$ cat config.mk
export PLATFORM = sky130hd
export DESIGN_NAME = gru_vec_loader
export DESIGN_NICKNAME = d
export VERILOG_FILES = /design/src/rtl/gru_pkg.sv /design/src/rtl/gru_vec_bank.sv /design/src/rtl/gru_vec_loader.sv
export SDC_FILE = /design/constraint.sdc
export NUM_CORES = 2
export LEC_CHECK = 0
export CAP_MARGIN = 20
export CORE_ASPECT_RATIO = 1.4
export CORE_MARGIN = 2
export CORE_UTILIZATION = 40
export DETAILED_ROUTE_END_ITERATION = 10
export PLACE_DENSITY = 0.71
export REMOVE_ABC_BUFFERS = 1
export SLEW_MARGIN = 15
export SYNTH_ARGS = -nofsm -noshare
export SYNTH_HDL_FRONTEND = slang
export SYNTH_HIERARCHICAL = 1
export SYNTH_SLANG_ARGS = --single-unit
$ cat constraint.sdc
create_clock -name clk -period 3.2 [get_ports clk]
set_input_delay 0.64 -clock clk [delete_from_list [all_inputs] [get_ports clk]]
set_output_delay 0.64 -clock clk [all_outputs]
set_load 0.005 [all_outputs]
$ cat src/rtl/gru_pkg.sv
// gru_pkg: widths, layer lengths, float constants and loader state type shared by the GRU blocks
package gru_pkg;
  localparam int FLOAT_W = 32;
  localparam int GRU1_LEN = 24;
  localparam int GRU2_LEN = 90;
  localparam int GRU3_LEN = 114;
  localparam logic [31:0] ONE = 32'h3F800000;
  localparam logic [31:0] WEIGHTS_SCALE = 32'h3B800000;
  typedef enum logic {FILL, DISCARD} ld_state_t;
endpackage

$ cat src/rtl/gru_vec_bank.sv
// gru_vec_bank: one vector bank with indexed word write and a full flag that locks out writes
module gru_vec_bank import gru_pkg::*; #(
  parameter int FLOAT = FLOAT_W,
  parameter int LEN = GRU1_LEN
) (
  input  logic                 clk,
  input  logic                 rst_n,
  input  logic                 we,
  input  logic [7:0]           widx,
  input  logic [FLOAT-1:0]     wdata,
  input  logic                 set_full,
  input  logic                 clr_full,
  output logic [LEN*FLOAT-1:0] data,
  output logic                 full
);
  always_ff @(posedge clk or negedge rst_n)
    if (!rst_n) begin
      data <= '0;
      full <= 1'b0;
    end else begin
      for (int k = 0; k < LEN; k++)
        if (we && !full && widx == 8'(k)) data[k*FLOAT +: FLOAT] <= wdata;
      full <= set_full | (full & ~clr_full);
    end
endmodule

$ cat src/rtl/gru_vec_loader.sv
// gru_vec_loader: ping-pong stream-to-vector loader with in_last frame checking
module gru_vec_loader import gru_pkg::*; #(
  parameter int FLOAT = FLOAT_W,
  parameter int LEN = GRU1_LEN
) (
  input  logic                 clk,
  input  logic                 rst_n,
  input  logic [FLOAT-1:0]     in_data,
  input  logic                 in_valid,
  input  logic                 in_last,
  output logic                 in_ready,
  output logic [LEN*FLOAT-1:0] vec_data,
  output logic                 vec_valid,
  input  logic                 vec_ready,
  output logic                 frame_err,
  output logic [7:0]           fill_count
);
  ld_state_t state, state_nx;
  logic [7:0] idx, idx_nx;
  logic wr_sel, rd_sel, acc, at_end, we, commit, rel, err;
  logic [1:0] full;
  logic [LEN*FLOAT-1:0] bank_data [2];
  for (genvar b = 0; b < 2; b++) begin : g_bank
    gru_vec_bank #(.FLOAT(FLOAT), .LEN(LEN)) u_bank (
      .clk(clk),
      .rst_n(rst_n),
      .we(we && wr_sel == 1'(b)),
      .widx(idx),
      .wdata(in_data),
      .set_full(commit && wr_sel == 1'(b)),
      .clr_full(rel && rd_sel == 1'(b)),
      .data(bank_data[b]),
      .full(full[b])
    );
  end
  assign vec_valid = full[rd_sel];
  assign vec_data = bank_data[rd_sel];
  assign fill_count = idx;
  always_comb begin
    in_ready = state == DISCARD || !full[wr_sel];
    acc = in_valid && in_ready;
    at_end = idx == 8'(LEN-1);
    we = acc && state == FILL;
    commit = we && at_end && in_last;
    err = we && (at_end ^ in_last);
    rel = vec_valid && vec_ready;
    idx_nx = !we ? idx : (at_end || in_last) ? 8'd0 : idx + 8'd1;
    state_nx = (we && at_end && !in_last) ? DISCARD :
               (state == DISCARD && acc && in_last) ? FILL : state;
  end
  always_ff @(posedge clk or negedge rst_n)
    if (!rst_n) begin
      state <= FILL;
      idx <= '0;
      wr_sel <= 1'b0;
      rd_sel <= 1'b0;
      frame_err <= 1'b0;
    end else begin
      state <= state_nx;
      idx <= idx_nx;
      wr_sel <= wr_sel ^ commit;
      rd_sel <= rd_sel ^ rel;
      frame_err <= err;
    end
endmodule
==> impl_metrics.json <==
{
  "report.final.setup_viol": 741,
  "synth.lib_cells_used.distinct": 41,
  "maxClockFrequency_mhz": 285,
  "clock_sinks": 1550,
  "antenna_found_initial": 12,
  "floorplan.core_area_mm2": 0.168,
  "synth_simple_gate_area_share": 0.00931,
  "regArea_mm2": 0.0388,
  "yosys-top-cells-area": "dfrtp_1, mux2_2, mux2_1, clkbuf_1, buf_6",
  "finalCriticalPeriod_ns": 3.51,
  "finalHoldWorstSlack_ns": 0.140,
  "final_common_cell": "mux2_2",
  "max_slew.worst_pin.slew_ns": 1.03,
  "worst-path-buf-inv": 3,
  "placedCellCount": 7225,
  "critPathArrivalTime_ns": 2.87,
  "place_hpwl_um": 134000,
  "setup.worst_path.end_class": "output pin",
  "place_ws_ns": 0.222,
  "die_h_um": 490,
  "syn_area_per_cell_um2": 15.5,
  "ys_ff_latch": 1550,
  "synth_top_cell_by_area": "dfrtp_1",
  "power_leakage_uw": 0.0419,
  "synth_xor_area_frac": 0,
  "finalHoldViolations": 0,
  "crit_family": "buffers and inverters",
  "most-common-layout-cells": "mux2_2, dfrtp_1, clkdlybuf4s50_1",
  "cts_buffer_depth": 3,
  "area_of_the_multi_input_gates_mm2": 0.0270,
  "viasPerCell": 5.29,
  "critical-path-slowest-cell": "clkdlybuf4s50_1",
  "row_count": 178,
  "clock_pin_slew_on_the_worst_setup_and_hold_paths_ns": 0.07,
  "clock_latency_reported_for_the_late_side_of_the_worst_skew_pair_ns": 0.79,
  "synth.yosys.warnings": 6,
  "layout_setup_ws_ns": -0.305,
  "asyncSetResetFlopFracSynth": 1.00,
  "routabilityCongestion": 0.774,
  "muxShareOfSynthArea": 0.385,
  "cp_cell_sequence": "buf_12 > buf_16 > mux2_2 > clkdlybuf4s50_1",
  "adder_cell_share_of_the_synthesized_area": 0.00111,
  "grt_pass1_vias": 42600,
  "number_of_enable_flip_flop_cells_after_synthesis": 0,
  "rsz_0062_raised_after_global_routing": "true",
  "design.portCount": 816,
  "nets": 5180,
  "fillers": 14200,
  "complex_gate_fraction_of_the_synthesized_area": 0.00187,
  "synth_top_family_by_area": "multiplexers",
  "drtAntennaViolNets": 0,
  "critPathLaunchType": "flop",
  "finClkSkew_ns": 0.0217,
  "fin_cells": 7511,
  "first_drt_iteration_drcs": 1990,
  "power-per-cell-area_mw_per_mm2": 546,
  "hold_class": "input pin to flop",
  "yosys_most_used_dff": "dfrtp_1",
  "irDropWorstVdd_mv": 0.514,
  "slew_headroom": 0.313,
  "detail_route.first_pass.iterations": 4,
  "cts_tree": "built",
  "synth_top_area_share": 0.575,
  "die-area_mm2": 0.172,
  "post_drt_wl_per_cell_um": 27.4,
  "syn_area_mm2": 0.0675,
  "cell_count_after_synthesis": 4360,
  "timing.critical_path.slowest_cell_delay_ns": 0.55,
  "syn2layout_area_growth_pct": 25.2,
  "failing_checks": "negative setup slack",
  "post-route-period-util": 1.10,
  "maxCapViolations": 0,
  "h-tree-depth": 4,
  "globalRoute.totalOverflow": 0,
  "detail_route.wirelength_um": 206000,
  "ys_seq_area_frac": 0.575,
  "cts_setup_buffers": 0,
  "die_width_um": 351,
  "criticalPathCategory": "flop to output pin",
  "fraction_of_final_layout_cells_sized_beyond_drive_strength_1": 0.521,
  "timing.critical_path.fanout_max": 31,
  "grt_first_pass_wirelength_um": 298000,
  "detailroute.via_count": 39700,
  "clockRootBuffer": "clkbuf_16",
  "io_buffer_count": 815,
  "grt.total_usage": 0.237,
  "drcViolationCount": 0,
  "outcome": "complete, but fails checks",
  "numCtsBuffers": 154,
  "crit_required_ns": 2.56,
  "max_slew_violation_count": 0,
  "start_util": 0.402,
  "maximum_number_of_pins_on_one_net_before_global_route_repair": 107
}
-- worst reg2reg max path: cells and delay by family, from the launching register on --
kind / cells / cell delay [ns]
buffers and inverters: 1 / 0.35
and+or+nand+nor: 2 / 1.04
muxes: 1 / 0.39
DFF: 1 / 0.73
-- final cells by class --
type,instances,share of cell area
timing repair buffer,996,0.125
inverter,9,0.000400
tap,2250,0.0333
clock inverter,45,0.00749
sequential,1550,0.459
multi-input combinational,2426,0.320
antenna,8,0.000237
clock buffer,227,0.0539
-- kinds of logic after synthesis --
kind of cell | count (synthesis)
compound gates | 19
simple gates | 95
buf+inv | 384
fa+ha+maj | 6
mux | 2306
flops | 1550
-- routing by layer --
metal | wire length [um] | global-route usage | up-vias
li1 | - | - | 17100
met1 | 82500 | 0.290 | 21300
met2 | 99900 | 0.393 | 995
met3 | 16900 | 0.0763 | 255
met4 | 6430 | 0.0792 | 6
met5 | 46 | 0 | -
-- cell usage after synthesis (all sizes together) (4+ instances only) --
cell type,count
nor2b,5
and4,9
clkbuf,225
buf,150
nand2,6
mux2,2305
nor2,4
nor4b,4
o21ai,8
dfrtp,1550
and4bb,4
inv,9
ha,6
nand3,45
-- report_power, final --
part | switching, uW | internal [uW]
sequential | 501 | 20700
combinational | 2760 | 3540
clock | 7750 | 10900
total | 11000 | 35100
-- stage by stage --
step                total power, uW  TNS (ns)  instance area, um^2   util
floorplan                     23600         -                65600      -
global placement              27700         0                79000  0.471
detailed placement            27900         0                79000  0.471
CTS                           46600   -161.17                84300  0.503
global route                  47800   -179.17                84500  0.504
finish                        46100   -120.19                84500  0.504
-- flip-flops by register name, summed over array words and instances, names as in the netlist --
register / flops
state: 1
frame_err: 1
wr_sel: 1
g_bank.u_bank/full: 2
fill_count: 8
rd_sel: 1
g_bank.u_bank/data: 1536
-- worst paths after layout --
kind	slack [ns]	from	depth (start not counted)	end
worst max register to register	0.57	fill_count[2]	4	g_bank[1].u_bank/data[695]
min in group asynchronous	0.48	rst_n	2	g_bank[1].u_bank/data[663]
worst max-delay path	-0.31	rd_sel	4	vec_data[133]
worst min-delay path	0.14	in_data[7]	2	g_bank[0].u_bank/data[423]
worst min register to register	0.48	g_bank[0].u_bank/data[391]	1	g_bank[0].u_bank/data[391]
max in group asynchronous	1.51	rst_n	4	g_bank[1].u_bank/data[110]
-- repair_timing --
action	CTS	global route
gates resized for setup	21	6
setup endpoints to repair	744	744
hold buffers	1	0
hold endpoints to repair	69	0
cloned	0	5
(Power assumes the default switching activity.)
